[config.mk]
export PLATFORM = sky130hd
export DESIGN_NAME = enc8to3_pipe
export DESIGN_NICKNAME = d
export VERILOG_FILES = /design/src/rtl/enc_pkg.sv /design/src/rtl/pe8to3.sv /design/src/rtl/enc8to3_pipe.sv
export SDC_FILE = /design/constraint.sdc
export NUM_CORES = 1
export LEC_CHECK = 0
export CELL_PAD_IN_SITES_DETAIL_PLACEMENT = 1
export CELL_PAD_IN_SITES_GLOBAL_PLACEMENT = 2
export CORE_UTILIZATION = 30
export DETAILED_ROUTE_END_ITERATION = 10
export PLACE_DENSITY = 0.88
export SLEW_MARGIN = 30
export SYNTH_ARGS = -nofsm -noshare
export SYNTH_HDL_FRONTEND = slang
export SYNTH_SLANG_ARGS = --single-unit
export TNS_END_PERCENT = 5
[constraint.sdc]
create_clock -name clk -period 3.9 [get_ports clk]
set_input_delay 0.78 -clock clk [delete_from_list [all_inputs] [get_ports clk]]
set_output_delay 0.78 -clock clk [all_outputs]
set_load 0.01 [all_outputs]
[src/rtl/enc_pkg.sv]
// rtl/enc_pkg.sv - shared widths and FIFO state type for the 8-to-3 encoder pipe
package enc_pkg;
  localparam int LINES_W = 8;
  localparam int CODE_W  = 3;

  typedef enum logic [1:0] {
    FIFO_EMPTY = 2'd0,
    FIFO_ONE   = 2'd1,
    FIFO_TWO   = 2'd2
  } fifo_state_e;
endpackage

[src/rtl/pe8to3.sv]
// rtl/pe8to3.sv - combinational priority encoder with one-hot violation flag
module pe8to3
  import enc_pkg::*;
(
  input  logic [LINES_W-1:0] lines,
  output logic [CODE_W-1:0]  code,
  output logic               err
);

  // Ascending scan so the highest set bit wins.
  always_comb begin
    code = '0;
    for (int i = 0; i < LINES_W; i++) begin
      if (lines[i]) code = CODE_W'(i);
    end
  end

  assign err = (lines == '0) || ((lines & (lines - 1'b1)) != '0);

endmodule

[src/rtl/enc8to3_pipe.sv]
// rtl/enc8to3_pipe.sv - priority encoder feeding a 2-entry output FIFO with error counter
module enc8to3_pipe
  import enc_pkg::*;
#(
  parameter int ERR_CNT_W = 8
) (
  input  logic                 clk,
  input  logic                 rst_n,
  input  logic [LINES_W-1:0]   in_lines,
  input  logic                 in_valid,
  output logic                 in_ready,
  output logic [CODE_W-1:0]    out_code,
  output logic                 out_err,
  output logic                 out_valid,
  input  logic                 out_ready,
  output logic [ERR_CNT_W-1:0] err_count
);

  fifo_state_e       state, state_next;
  logic [CODE_W-1:0] pe_code;
  logic              pe_err;
  logic [CODE_W-1:0] head_code, tail_code;
  logic              head_err, tail_err;
  logic              push, pop;

  pe8to3 u_pe (
    .lines (in_lines),
    .code  (pe_code),
    .err   (pe_err)
  );

  // Both handshake outputs decode the registered state only.
  assign in_ready  = (state != FIFO_TWO);
  assign out_valid = (state != FIFO_EMPTY);
  assign push      = in_valid && in_ready;
  assign pop       = out_valid && out_ready;
  assign out_code  = head_code;
  assign out_err   = head_err;

  always_ff @(posedge clk) begin
    if (!rst_n) state <= FIFO_EMPTY;
    else        state <= state_next;
  end

  always_comb begin
    state_next = state;
    case (state)
      FIFO_EMPTY: if (push) state_next = FIFO_ONE;
      FIFO_ONE: begin
        if (push && !pop)      state_next = FIFO_TWO;
        else if (pop && !push) state_next = FIFO_EMPTY;
      end
      FIFO_TWO:   if (pop) state_next = FIFO_ONE;
      default:    state_next = FIFO_EMPTY;
    endcase
  end

  // Head always holds the oldest entry, so it only moves on a pop.
  always_ff @(posedge clk) begin
    if (!rst_n) begin
      head_code <= '0;
      head_err  <= 1'b0;
      tail_code <= '0;
      tail_err  <= 1'b0;
    end else begin
      case (state)
        FIFO_EMPTY: begin
          if (push) begin
            head_code <= pe_code;
            head_err  <= pe_err;
          end
        end
        FIFO_ONE: begin
          if (push && pop) begin
            head_code <= pe_code;
            head_err  <= pe_err;
          end else if (push) begin
            tail_code <= pe_code;
            tail_err  <= pe_err;
          end
        end
        FIFO_TWO: begin
          if (pop) begin
            head_code <= tail_code;
            head_err  <= tail_err;
          end
        end
        default: ;
      endcase
    end
  end

  always_ff @(posedge clk) begin
    if (!rst_n) begin
      err_count <= '0;
    end else if (push && pe_err && (err_count != {ERR_CNT_W{1'b1}})) begin
      err_count <= err_count + 1'b1;
    end
  end

endmodule

==> results.md <==
* R2R cell count at 9
* Max stage delay on crit path at 0.49 ns
* Antenna Nets Post-Route at 0
* Final Cycle Share at 0.608
* Layout area overhead at 31.7%
* Netlist Area Pre-Place at 1060 sq um
* Most frequent cells in the layout: clkdlybuf4s50_1 (25), nand2_1 (18), dfxtp_1 (18), mux2i_1 (7)
* Switching power at approximately 0.11 mW
* Share of post-route cells with drive strength above 1 at 0.0878
* Clock tree root driver cell: clkbuf_4
* Multi-input gate area at 676 sq um
* Final core occ at 0.416
* Final instance area at around 1400 sq um
* Largest net degree at the start of global routing at 25
* Die height at ~61 um
* Nets at between 150 and 200
* Total GRT Usage at 0.156
* Status: finished, final reports clean
* Die Width at ~61 um
* Crit path time final at 2.37 ns
* DP HPWL at 1.92 mm
* Cts hold-fix bufs at 0
* Slowest CP cell: clkdlybuf4s50_1
* Seq. cell area at around 360 sq um
* Delay-heaviest family, CP: buffers and inverters
* Pins Over Slew Limit at 0
* Sequential area share after synthesis at 0.340
* Cell Area, Placed at approximately 1400 sq um
* GPL Wtd Cong at 0.752
* Worst R2R End: out_code[0]$_SDFFE_PN0P_
* Yosys top cell by area: dfxtp_1
* DRC at 0
* WL final at 2.49 mm
* FP Rows at 21
* Crit path from: state[1]$_SDFFE_PN0P_
* Total die area at 3780 sq um
* Setup repair bufs after CTS at 0
* TritonCTS clock tree: done
* Critical Path End Type: output pin
* First-pass GRT wire length at 4.27 mm
* Setup tns final at 0 ns
* Commonest non-fill, non-tap cell in the layout: clkdlybuf4s50_1
* Setup slack, reg-to-reg at 1.90 ns
* Mapped Nets at 137
* GRT overflow at 0
* Initial antenna violation count at 0
* # setup viols final at 0
* # fillers at between 400 and 500
* Placed Cells at 190
* Clk Latency, worst-skew pair at approximately 0.30 ns
* VDD IR max at 0.138 mV
* Number of global-route vias before repair at 937
* Required @ worst endpoint at around 3.1 ns
* Vias per inst at 5.03
* Final non-filler cell total at ~190
* Clock transition at the registers of the reported paths at 0.10 ns
* RSZ-0062 raised after global routing: false
* Initial Util at 0.315
* Sw Share at 0.271
* Synth Instances at 121
* Vias at around 980
* Sequential Power Share at 0.500
* Logic pwr share at 0.213
* Clock sinks at 18
* Max Clk Rate at 422 MHz
* Total internal power at 0.298 mW
* Synth Warn # at 0
* Post-CTS sizing at 0
* Max H-tree Level at 1
* Final Hold Fails at 0
* Top-area cell type share of the netlist area at 0.340
* Wire length per cell at 12.8 um
* Synth cell types at 39
* Critical path startpoint category: flop
* Primary FF master, synth: dfxtp_1
* Worst slew margin relative to its limit at 0.465
* Share of flip-flops with an asynchronous set or reset at 0
* Largest cells by area after synthesis: dfxtp_1 (34%), mux2i_1 (6.6%), nand2_1 (6.4%), ha_1 (4.7%), and2_1 (3.5%)
* Clock Skews at 0.00392 ns
* Max-cap violations at 0
* Bufs on Longest Clock Path at 2
* Hold WC Path Type: reg2reg
* Critical Path Stages at 3
* Critical path arrival at 1.59 ns
* CP cell instances: nor2b_4, inv_4, clkdlybuf4s50_1
* CP Class: reg2out
* Port bufs at 25
* Antenna diodes at 0
* Final Total Pwr at just over 0.4 mW
* Post-Syn Area per Cell at 8.77 sq um
* Iteration-0 DRC Markers at 20
* Clock power share at 0.287
* Detailed Routing Iterations Pass 1 at 4
* Setup crit end: in_ready
* Floorplan core area at 3360 sq um
* Ports at 26
* Worst r2r src: state[0]$_SDFFE_PN0P_
* Leak at 0.591 nW
* Crit Path Max Fanout at 7
* CTS Buf Count at 3
* Power per cell area at 292 nW/um^2
* Post-synthesis sequential element count at 18
* EDFF count, synth at 0
* Tightest Pin Transition at approximately 0.8 ns
* CP Buf/Inv Count at 2
==> stage by stage <==
step	worst slack [ns]	hold slack, ns
6_report	1.53	0.466
5_1_grt	1.41	0.515
4_1_cts	1.50	0.477
3_5_place_dp	1.23	0.461
3_3_place_gp	1.29	0.456
2_1_floorplan	1.96	0.450
==> synth_stat cells (2+ instances only) <==
cell type	count
o211a_1	3
and2_1	6
nor2_1	5
ha_1	4
and3_1	2
a211oi_1	2
nand3_1	3
nand4b_1	2
a21oi_1	4
dfxtp_1	18
nand2b_1	4
xor2_1	3
inv_1	3
nand4_1	5
o21ai_0	6
mux2i_1	7
nor2b_1	3
nor4_1	2
nand2_1	18
clkbuf_1	2
==> worst reg2reg max path, stage by stage, from the launching register on <==
cell	delay (ns)
dfxtp_1	0.48
nor2b_4	0.11
inv_4	0.11
and2_1	0.18
ha_1	0.17
a21oi_1	0.06
o21ai_1	0.39
o211ai_1	0.16
a21o_1	0.20
o21ai_0	0.06
==> how the worst min path moves through the flow <==
stage / startpoint / to / slack [ns] / cells after the start
global route: out_code[0]$_SDFFE_PN0P_ / out_code[0]$_SDFFE_PN0P_ / 0.52 / 2
finish: out_code[0]$_SDFFE_PN0P_ / out_code[0]$_SDFFE_PN0P_ / 0.47 / 2
floorplan: tail_err$_SDFFE_PN0P_ / out_err$_SDFFE_PN0P_ / 0.45 / 2
detailed placement: out_code[0]$_SDFFE_PN0P_ / out_code[0]$_SDFFE_PN0P_ / 0.46 / 2
global placement: out_code[0]$_SDFFE_PN0P_ / out_code[0]$_SDFFE_PN0P_ / 0.46 / 2
CTS: out_code[0]$_SDFFE_PN0P_ / out_code[0]$_SDFFE_PN0P_ / 0.48 / 2
==> cell type report <==
type | instances | area share
flip-flops and latches | 18 | 0.258
clock buffers | 4 | 0.0260
repair buffers | 25 | 0.179
well taps | 46 | 0.0412
multi-input cells | 97 | 0.483
inverters | 4 | 0.0125
==> per-layer routing <==
metal  routed length, um  global-route usage
met3                  77              0.0462
met2                1220               0.247
met4                  42              0.0571
met5                   0                   0
met1                1150               0.201
==> registers in the layout (all words and copies together) (netlist names) <==
name and count:
tail_code 3, out_code 3, out_err 1, state 2, tail_err 1, err_count 8
==> power by group through the flow <==
stage / clock, mW / combinational [mW] / sequential, mW
2_1_floorplan: 0 / 0.0421 / 0.210
3_3_place_gp: 0 / 0.0845 / 0.208
3_5_place_dp: 0 / 0.0880 / 0.209
4_1_cts: 0.124 / 0.0883 / 0.204
5_1_grt: 0.133 / 0.0969 / 0.206
6_report: 0.117 / 0.0872 / 0.204
==> logic make-up after synthesis <==
family	after synthesis	synth area share
fa+ha+maj	4	0.0472
flops	18	0.340
compound gates	23	0.157
buf+inv	6	0.0236
xor+xnor	3	0.0248
mux	7	0.0660
simple gates	60	0.342
(Power assumes the default switching activity.)
